## src/rtl/vdp_sprite_engine.sv

```systemverilog
// Sprite overlay stage of the VDP pixel pipeline: double-buffered sprite registers,
// a two-stage hit/colour pipeline, and per-frame sprite collision reporting.
module vdp_sprite_engine #(
  parameter int HPOS_WIDTH       = 10,
  parameter int VPOS_WIDTH       = 10,
  parameter int N_SPRITES        = 4,
  parameter int SPRITE_IDX_WIDTH = 2
) (
  input  logic                          clk,
  input  logic                          reset,
  input  logic                          wr_en,
  input  logic [SPRITE_IDX_WIDTH+1:0]   wr_addr,
  input  logic [31:0]                   wr_data,
  input  logic                          display_on,
  input  logic [HPOS_WIDTH-1:0]         hpos,
  input  logic [VPOS_WIDTH-1:0]         vpos,
  input  logic [2:0]                    bg_rgb,
  output logic [2:0]                    rgb_out,
  output logic                          display_on_out,
  output logic [N_SPRITES-1:0]          collision
);

  logic [HPOS_WIDTH-1:0] pend_x    [N_SPRITES];
  logic [VPOS_WIDTH-1:0] pend_y    [N_SPRITES];
  logic [2:0]            pend_col  [N_SPRITES];
  logic                  pend_en   [N_SPRITES];
  logic [63:0]           pend_rows [N_SPRITES];

  logic [HPOS_WIDTH-1:0] act_x     [N_SPRITES];
  logic [VPOS_WIDTH-1:0] act_y     [N_SPRITES];
  logic [2:0]            act_col   [N_SPRITES];
  logic                  act_en    [N_SPRITES];
  logic [63:0]           act_rows  [N_SPRITES];

  logic [SPRITE_IDX_WIDTH-1:0] wr_idx;
  logic [1:0]                  wr_reg;
  logic                        frame_start;

  assign wr_idx      = wr_addr[SPRITE_IDX_WIDTH+1:2];
  assign wr_reg      = wr_addr[1:0];
  assign frame_start = (hpos == '0) && (vpos == '0);

  // Rows are kept as one 64-bit word: row r is byte r, reg2 the low half, reg3 the high half.
  always_ff @(posedge clk or posedge reset) begin
    if (reset) begin
      for (int i = 0; i < N_SPRITES; i++) begin
        pend_x[i]    <= '0;
        pend_y[i]    <= '0;
        pend_col[i]  <= '0;
        pend_en[i]   <= 1'b0;
        pend_rows[i] <= '0;
      end
    end else if (wr_en) begin
      case (wr_reg)
        2'd0: begin
          pend_x[wr_idx] <= wr_data[HPOS_WIDTH-1:0];
          pend_y[wr_idx] <= wr_data[16 +: VPOS_WIDTH];
        end
        2'd1: begin
          pend_col[wr_idx] <= wr_data[2:0];
          pend_en[wr_idx]  <= wr_data[31];
        end
        2'd2:    pend_rows[wr_idx][31:0]  <= wr_data;
        default: pend_rows[wr_idx][63:32] <= wr_data;
      endcase
    end
  end

  // The copy takes the pre-write pending value, so a frame-start write lands a frame later.
  always_ff @(posedge clk or posedge reset) begin
    if (reset) begin
      for (int i = 0; i < N_SPRITES; i++) begin
        act_x[i]    <= '0;
        act_y[i]    <= '0;
        act_col[i]  <= '0;
        act_en[i]   <= 1'b0;
        act_rows[i] <= '0;
      end
    end else if (frame_start) begin
      act_x    <= pend_x;
      act_y    <= pend_y;
      act_col  <= pend_col;
      act_en   <= pend_en;
      act_rows <= pend_rows;
    end
  end

  logic [HPOS_WIDTH-1:0] dx [N_SPRITES];
  logic [VPOS_WIDTH-1:0] dy [N_SPRITES];

  always_comb begin
    for (int i = 0; i < N_SPRITES; i++) begin
      dx[i] = hpos - act_x[i];
      dy[i] = vpos - act_y[i];
    end
  end

  logic [N_SPRITES-1:0] s1_inside;
  logic [2:0]           s1_dx [N_SPRITES];
  logic [2:0]           s1_dy [N_SPRITES];
  logic [2:0]           s1_bg;
  logic                 s1_don;

  always_ff @(posedge clk or posedge reset) begin
    if (reset) begin
      s1_inside <= '0;
      s1_bg     <= '0;
      s1_don    <= 1'b0;
      for (int i = 0; i < N_SPRITES; i++) begin
        s1_dx[i] <= '0;
        s1_dy[i] <= '0;
      end
    end else begin
      s1_bg  <= bg_rgb;
      s1_don <= display_on;
      for (int i = 0; i < N_SPRITES; i++) begin
        s1_inside[i] <= act_en[i] && (dx[i][HPOS_WIDTH-1:3] == '0)
                                  && (dy[i][VPOS_WIDTH-1:3] == '0);
        s1_dx[i]     <= dx[i][2:0];
        s1_dy[i]     <= dy[i][2:0];
      end
    end
  end

  logic [N_SPRITES-1:0] opaque;
  logic                 hit;
  logic [2:0]           hit_col;
  logic                 multi_hit;

  // Bit index {dy, ~dx} selects row dy, pixel 7-dx (bit 7 is the leftmost pixel).
  always_comb begin
    opaque  = '0;
    hit     = 1'b0;
    hit_col = '0;
    for (int i = 0; i < N_SPRITES; i++) begin
      opaque[i] = s1_inside[i] && act_rows[i][{s1_dy[i], ~s1_dx[i]}];
    end
    for (int i = N_SPRITES - 1; i >= 0; i--) begin
      if (opaque[i]) begin
        hit     = 1'b1;
        hit_col = act_col[i];
      end
    end
    multi_hit = |(opaque & (opaque - N_SPRITES'(1)));
  end

  logic [N_SPRITES-1:0] coll_acc;

  always_ff @(posedge clk or posedge reset) begin
    if (reset) begin
      rgb_out        <= '0;
      display_on_out <= 1'b0;
      collision      <= '0;
      coll_acc       <= '0;
    end else begin
      rgb_out        <= s1_don ? (hit ? hit_col : s1_bg) : 3'b000;
      display_on_out <= s1_don;
      if (frame_start) begin
        collision <= coll_acc;
        coll_acc  <= '0;
      end else if (s1_don && multi_hit) begin
        coll_acc <= coll_acc | opaque;
      end
    end
  end

endmodule

```

## config.mk

```make
export PLATFORM = sky130hd
export DESIGN_NAME = vdp_sprite_engine
export DESIGN_NICKNAME = d
export VERILOG_FILES = /design/src/rtl/vdp_sprite_engine.sv
export SDC_FILE = /design/constraint.sdc
export NUM_CORES = 1
export LEC_CHECK = 0
export ABC_AREA = 1
export CORE_ASPECT_RATIO = 1.75
export CORE_UTILIZATION = 45
export CTS_BUF_LIST = sky130_fd_sc_hd__clkbuf_8
export DETAILED_ROUTE_END_ITERATION = 8
export DONT_BUFFER_PORTS = 1
export GPL_TIMING_DRIVEN = 0
export PLACE_DENSITY = 0.62
export SYNTH_ARGS = -nofsm -noshare
export SYNTH_HDL_FRONTEND = slang
export SYNTH_SLANG_ARGS = --single-unit
```

## constraint.sdc

```tcl
create_clock -name clk -period 24.2 [get_ports clk]
set_clock_uncertainty 0.05 [all_clocks]
set_input_delay 4.84 -clock clk [delete_from_list [all_inputs] [get_ports clk]]
set_output_delay 4.84 -clock clk [all_outputs]
set_load 0.01 [all_outputs]
```

==> flow_summary.toml, run 1 <==
[run_status]
outcome = "completed"

[global_routing]
grt_first_pass_wirelength_um = 158000
overflow = 0
grt_max_degree = 43
antenna_found_initial = 5
grt_use_total = 0.2810
first_global_vias = 26650

[detailed_routing]
drt_iter0_drc = 1868
drt_wl_total_um = 103000
avgViaCountPerCell = 5.309
wl_per_cell_um = 20.55
post-route-drc-count = 0
dr.pass1.iters = 6
ant_nets = 0
vias = 26620

[clocking]
cts_tree = "done"
cts_max_level = 3
clockBufferDepth = 3
path_clk_slew_ns = 0.07
clk_latency_ns = 0.77
postCtsSetupBuffers = 0
cts-hold-fix-buffers = 0
cts_root_buf = "clkbuf_8"
post_cts_resize_count = 0
clock_sinks = 748
numCtsBuffers = 108

[floorplanning]
io_pins = 71
rows = 131
die_w_um = 207.5
fp.coreArea_um2 = 72940
die_h_um = 361.6
die_area_um2 = 75030
start_util = 0.4559

[place]
place_congestion = 0.8922
dp_hpwl_um = 73250
port_buffers = 0

[timing]
finalHoldViolCount = 0
worst_slew_pin_slew_ns = 1.307
drv_slew = 0
final.setup.tns_ns = 0
min_period_over_period = 0.2836
period_minus_slack_ns = 6.863
maxSlewHeadroom = 0.1284
fmax_ghz = 0.1457
setup_viol = 0
rsz0062_at_grt = "no"

[synthesis]
syn_nets = 4009
syn_area_per_cell_um2 = 8.601
synth_cells = 3866
synth.distinct_cells = 40
synth_warnings = 0
ys_ff_latch = 748
ys_seq_area_frac = 0.5629
synthesis.area_um2 = 33250

[final_layout]
nets = 4139
syn_to_final_growth_pct = 11.44
post-route-util = 0.5080
layout-drive-gt1-share = 0.07645

[worst_setup_path]
path_buf_inv = 2
crit_type = "primary input to flop"
rr_endpoint = "s1_inside[1]$_DFF_PP0_"
cp_cell_sequence = "inv_1, ha_1, inv_1, fa_1, nand3_1, nand2_1, xnor2_1, and3_1, nand4_1, nor2_1, nand3b_1, nor2_1, nand3_1, nor2_1"
critical-path-slowest-cell = "fa_1"
cp.arrival_ns = 7.46
crit_cells = 14
cp_common_cell = "nor2_1"
rr_worst_depth = 12
cp_slowest_stage_delay_ns = 0.39
crit_start = "vpos[0]"
crit_end = "s1_inside[1]$_DFF_PP0_"
cp-end-kind = "flop"
cp_data_required_time_ns = 24.80
r2r-start = "act_x[22]$_DFFE_PP0P_"
critPathTopFamily = "simple AND/OR/NAND/NOR gates"
reg2reg_slack_ns = 21.23
worstSetupStartpointType = "primary input"
worst-path-max-fanout = 5

[power]
power.leakage_nw = 18.21
cellPowerDensity_nw_per_um2 = 74.28
ir_drop_v = 0.00006282

[min_path]
hp-class = "flop to flop"

[job]
cap_violations = 0
cells in the final DEF, fill, tap and decap left out, types with 20 or more instances in the layout:
cell type  netlist  final
xor2_1          27     27
inv_1          404    434
ha_1            72     72
nand2_1       1257   1257
clkbuf_1       126    126
nor2_1          41     41
buf_2           56     56
nand3_1        245    245
buf_6           20     20
xnor2_1         29     29
a21oi_1         52     52
dfrtp_1        748    748
o21ai_1         78     78
o21ai_0        591    591
clkbuf_8         0    139
metal layers:
| layer | global-route usage | vias up | share of wire |
|---|---|---|---|
| li1 | - | 12520 | - |
| met1 | 0.3195 | 13020 | 0.37 |
| met2 | 0.4955 | 837 | 0.51 |
| met3 | 0.04900 | 250 | 0.060 |
| met4 | 0.1636 | 0 | 0.058 |
| met5 | 0 | - | 0 |
metrics by stage:
stage	area (um^2)	worst slack (ns)	instances	hold slack, ns	total power, mW
after floorplan	33260	9.057	3866	0.3864	1.637
after global placement	34420	4.794	4797	0.3943	1.724
after detailed placement	34830	16.56	4817	0.3962	1.736
after CTS	37050	17.38	5012	0.4119	2.768
after global routing	37050	17.23	5013	0.4357	2.871
final	37050	17.34	5015	0.4096	2.752
power by group:
group	internal, mW	total [mW]	switching, mW
combinational	0.0872	0.279	0.192
sequential	1.39	1.44	0.0510
clock	0.536	1.04	0.500
total	2.01	2.75	0.743
flip-flops by register name (all words and copies together), names as in the netlist, 4 cells and up:
signal and cells:
s1_dx 12, act_col 12, pend_x 40, pend_rows 256, act_x 40, collision 4, s1_dy 12, pend_en 4
act_en 4, pend_y 40, pend_col 12, act_y 40, coll_acc 4, act_rows 256, s1_inside 4
synth_stat cells:
library cell  count  area share
a21boi_0          2     0.00045
a21o_1            4     0.00090
a21oi_1          52      0.0078
a21oi_2           1     0.00026
and2_1            1     0.00019
and3_1            3     0.00056
buf_1             4     0.00045
buf_2            56      0.0084
buf_4            15      0.0034
buf_6            20      0.0068
clkbuf_1        126       0.014
dfrtp_1         748        0.56
fa_1              8      0.0048
ha_1             72       0.027
inv_1           404       0.046
inv_2             8     0.00090
inv_4             1     0.00019
mux2_2           11      0.0037
nand2_1        1257        0.14
nand2_2           6      0.0011
nand3_1         245       0.037
nand3_2           1     0.00030
nand3b_1          5      0.0011
nand4_1          16      0.0030
nor2_1           41      0.0046
nor3_1            9      0.0014
nor3_2            1     0.00030
nor3b_1           1     0.00023
nor4_1            4     0.00075
nor4_2            1     0.00038
o2111ai_1         1     0.00026
o211ai_1          5      0.0011
o21ai_0         591       0.089
o21ai_1          78       0.012
o21bai_1          3     0.00068
o31ai_1           2     0.00045
or2_2             6      0.0011
or4_1             1     0.00023
xnor2_1          29      0.0076
xor2_1           27      0.0071
worst min-delay path by stage:
stage | startpoint | to | slack, ns | cells after the start
6_report | pend_rows[254]$_DFFE_PP0P_ | act_rows[254]$_DFFE_PP0P_ | 0.41 | 2
2_1_floorplan | pend_rows[234]$_DFFE_PP0P_ | act_rows[234]$_DFFE_PP0P_ | 0.39 | 2
3_5_place_dp | pend_rows[254]$_DFFE_PP0P_ | act_rows[254]$_DFFE_PP0P_ | 0.40 | 2
4_1_cts | pend_rows[254]$_DFFE_PP0P_ | act_rows[254]$_DFFE_PP0P_ | 0.41 | 2
3_3_place_gp | pend_rows[251]$_DFFE_PP0P_ | act_rows[251]$_DFFE_PP0P_ | 0.39 | 2
5_1_grt | pend_col[2]$_DFFE_PP0P_ | act_col[2]$_DFFE_PP0P_ | 0.44 | 2
final cells by class:
cell class | count | area, um^2
diodes | 3 | 7.507
plain buffers | 221 | 1106
clock buffers | 139 | 1913
clock inverters | 56 | 305.3
fillers | 6989 | 35880
inverters | 413 | 1556
multi-input cells | 2484 | 11880
flip-flops and latches | 748 | 18720
well taps | 931 | 1165
repair buffers | 20 | 407.9
worst reg2reg max path: stages (launching register included):
cell      delay (ns)
dfrtp_1         0.36
inv_1           0.08
ha_1            0.28
a21oi_1         0.19
o21ai_0         0.14
xnor2_1         0.41
and3_1          0.36
nand4_1         0.26
nor2_1          0.17
nand3b_1        0.14
nor2_1          0.11
nand3_1         0.11
nor2_1          0.21
cell families (layout without fill, tap and decap cells):
group | after synthesis | after routing | synth area share
compound gates | 739 | 739 | 0.1127
xor+xnor | 56 | 56 | 0.01475
fa+ha+maj | 80 | 80 | 0.03191
buf+inv | 634 | 849 | 0.07996
flops | 748 | 748 | 0.5629
mux | 11 | 11 | 0.003725
other cells | 0 | 3 | 0
simple gates | 1598 | 1598 | 0.1941
No activity file was read; power rests on OpenSTA's default activity.
==> run 2: changes to the inputs <==
--- a/config.mk
+++ b/config.mk
@@ -12,7 +12,7 @@
 export DETAILED_ROUTE_END_ITERATION = 8
 export DONT_BUFFER_PORTS = 1
 export GPL_TIMING_DRIVEN = 0
-export PLACE_DENSITY = 0.62
+export PLACE_DENSITY = 0.6
 export SYNTH_ARGS = -nofsm -noshare
 export SYNTH_HDL_FRONTEND = slang
 export SYNTH_SLANG_ARGS = --single-unit
==> constraint.sdc (replaced) <==
create_clock -name clk -period 6.8 [get_ports clk]
set_clock_uncertainty 0.05 [all_clocks]
set_input_delay 1.36 -clock clk [delete_from_list [all_inputs] [get_ports clk]]
set_output_delay 1.36 -clock clk [all_outputs]
set_load 0.01 [all_outputs]
==> flow_summary.toml, run 2 (synthesized netlist as in run 1, its figures left out) <==
[power]
ir_drop_v = 0.0002188
cellPowerDensity_nw_per_um2 = 266.7
power.leakage_nw = 18.20

[place]
place_area_um2 = 34800
dp_hpwl_um = 73750
place_congestion = 0.8903
dpl_worst_slack_ns = 2.567
port_buffers = 0

[final_layout]
nets = 4139
final_common_cell = "nand2_1"
final_cell_mix = "nand2_1, dfrtp_1, o21ai_0"
layout-drive-gt1-share = 0.07675
final_cell_area_um2 = 37070
post-route-util = 0.5083
syn_to_final_growth_pct = 11.49
largestRegisters = "act_rows: 256 flops, pend_rows: 256 flops"

[floorplanning]
fp.coreArea_um2 = 72940
die_h_um = 361.6
rows = 131
io_pins = 71
die_area_um2 = 75030
die_w_um = 207.5
start_util = 0.4559

[detailed_routing]
dr.pass1.iters = 6
ant_nets = 0
avgViaCountPerCell = 5.295
drt_wl_total_um = 104100
post-route-drc-count = 0
vias = 26530
wl_per_cell_um = 20.77
drt_iter0_drc = 1679

[worst_setup_path]
critical-path-slowest-cell = "nor3b_1"
cp-end-kind = "flop"
r2r-start = "act_x[2]$_DFFE_PP0P_"
cp_cell_sequence = "inv_1, ha_1, inv_1, fa_1, nand3_1, nand2_1, xnor2_1, and3_1, nand4_1, nor2_1, nand4_1, nor3b_1"
crit_start = "vpos[0]"
cp_data_required_time_ns = 7.35
rr_worst_depth = 10
crit_end = "s1_inside[3]$_DFF_PP0_"
reg2reg_slack_ns = 3.75
worst-path-max-fanout = 5
cp_slowest_stage_delay_ns = 0.47
cp.arrival_ns = 4.04
rr_endpoint = "s1_inside[3]$_DFF_PP0_"
crit_type = "primary input to flop"
worstSetupStartpointType = "primary input"

[timing]
maxSlewHeadroom = 0.08038
worst_slew_pin_slew_ns = 1.379
holdWs_ns = 0.4146
drv_slew = 0
min_period_over_period = 0.5132
fmax_ghz = 0.2865
rsz0062_at_grt = "no"
setup_viol = 0
finalHoldViolCount = 0
period_minus_slack_ns = 3.490
setup_slack_ns = 3.310

[clocking]
cts_root_buf = "clkbuf_8"
numCtsBuffers = 109
cts-hold-fix-buffers = 0
cts_tree = "done"
cts_max_level = 3
clockBufferDepth = 3
clock_sinks = 748
post_cts_resize_count = 0
path_clk_slew_ns = 0.07
clk_latency_ns = 0.78
postCtsSetupBuffers = 0

[run_status]
outcome = "completed"

[global_routing]
use_met2 = 0.5054
antenna_found_initial = 4
top_usage_layer = "met2"
met1_usage = 0.3253
grt_first_pass_wirelength_um = 160600
first_global_vias = 27230
grt_use_total = 0.2854
overflow = 0
met3_usage = 0.04797
grt_max_degree = 43

[min_path]
hp-class = "flop to flop"

[job]
cap_violations = 0
## run 2: changes by cell type in the layout (fill, tap and decap cells not counted)
cell,before,now
clkinvlp_4,2,4
inv_8,0,1
inv_6,3,1
inv_1,434,430
clkinv_2,19,14
clkbuf_8,139,145
diode_2,3,1
buf_16,1,0
## run 2: layout make-up
| class | count | area, um^2 |
|---|---|---|
| Tap cell | 931 | 1165 |
| Buffer | 221 | 1106 |
| Clock buffer | 145 | 1996 |
| Multi-Input combinational cell | 2484 | 11880 |
| Inverter | 413 | 1556 |
| Timing Repair Buffer | 19 | 380.4 |
| Fill cell | 6974 | 35870 |
| Clock inverter | 48 | 274.0 |
| Sequential cell | 748 | 18720 |
| Antenna cell | 1 | 2.502 |
## run 2: metal layers
| layer | vias up | share of wire |
|---|---|---|
| li1 | 12530 | - |
| met1 | 12930 | 0.38 |
| met2 | 801 | 0.50 |
| met3 | 275 | 0.055 |
| met4 | 0 | 0.061 |
| met5 | - | 0 |
## run 2: worst max-delay path: cells and delay by family
family | cells | cell delay [ns]
xor gates and xnor gates | 1 | 0.15
adders and majority gates | 2 | 0.65
buffers and inverters | 2 | 0.40
and+or+nand+nor | 7 | 1.48
## run 2: worst min-delay path by stage
| stage | to | start | cells past startpoint | slack [ns] |
|---|---|---|---|---|
| final | act_y[30]$_DFFE_PP0P_ | pend_y[30]$_DFFE_PP0P_ | 2 | 0.41 |
| after global routing | act_rows[234]$_DFFE_PP0P_ | pend_rows[234]$_DFFE_PP0P_ | 2 | 0.44 |
| after CTS | act_y[30]$_DFFE_PP0P_ | pend_y[30]$_DFFE_PP0P_ | 2 | 0.41 |
| after detailed placement | act_rows[253]$_DFFE_PP0P_ | pend_rows[253]$_DFFE_PP0P_ | 2 | 0.40 |
| after global placement | act_rows[236]$_DFFE_PP0P_ | pend_rows[236]$_DFFE_PP0P_ | 2 | 0.39 |
| after floorplan | act_rows[234]$_DFFE_PP0P_ | pend_rows[234]$_DFFE_PP0P_ | 2 | 0.39 |
## run 2: report_power, final
| part | total [mW] | internal (mW) | switching [mW] | leakage (nW) |
|---|---|---|---|---|
| combinational | 0.993 | 0.309 | 0.684 | 7.50 |
| sequential | 5.12 | 4.93 | 0.185 | 9.42 |
| clock | 3.78 | 1.97 | 1.80 | 1.28 |
## run 2: metrics by stage
step,setup TNS [ns],std cells,total power [mW]
final,0,5010,9.889
after CTS,0,5009,9.957
after global placement,-6782.36,4797,6.151
after floorplan,-3637.81,3866,5.824
after detailed placement,0,4816,6.185
after global routing,0,5010,10.32
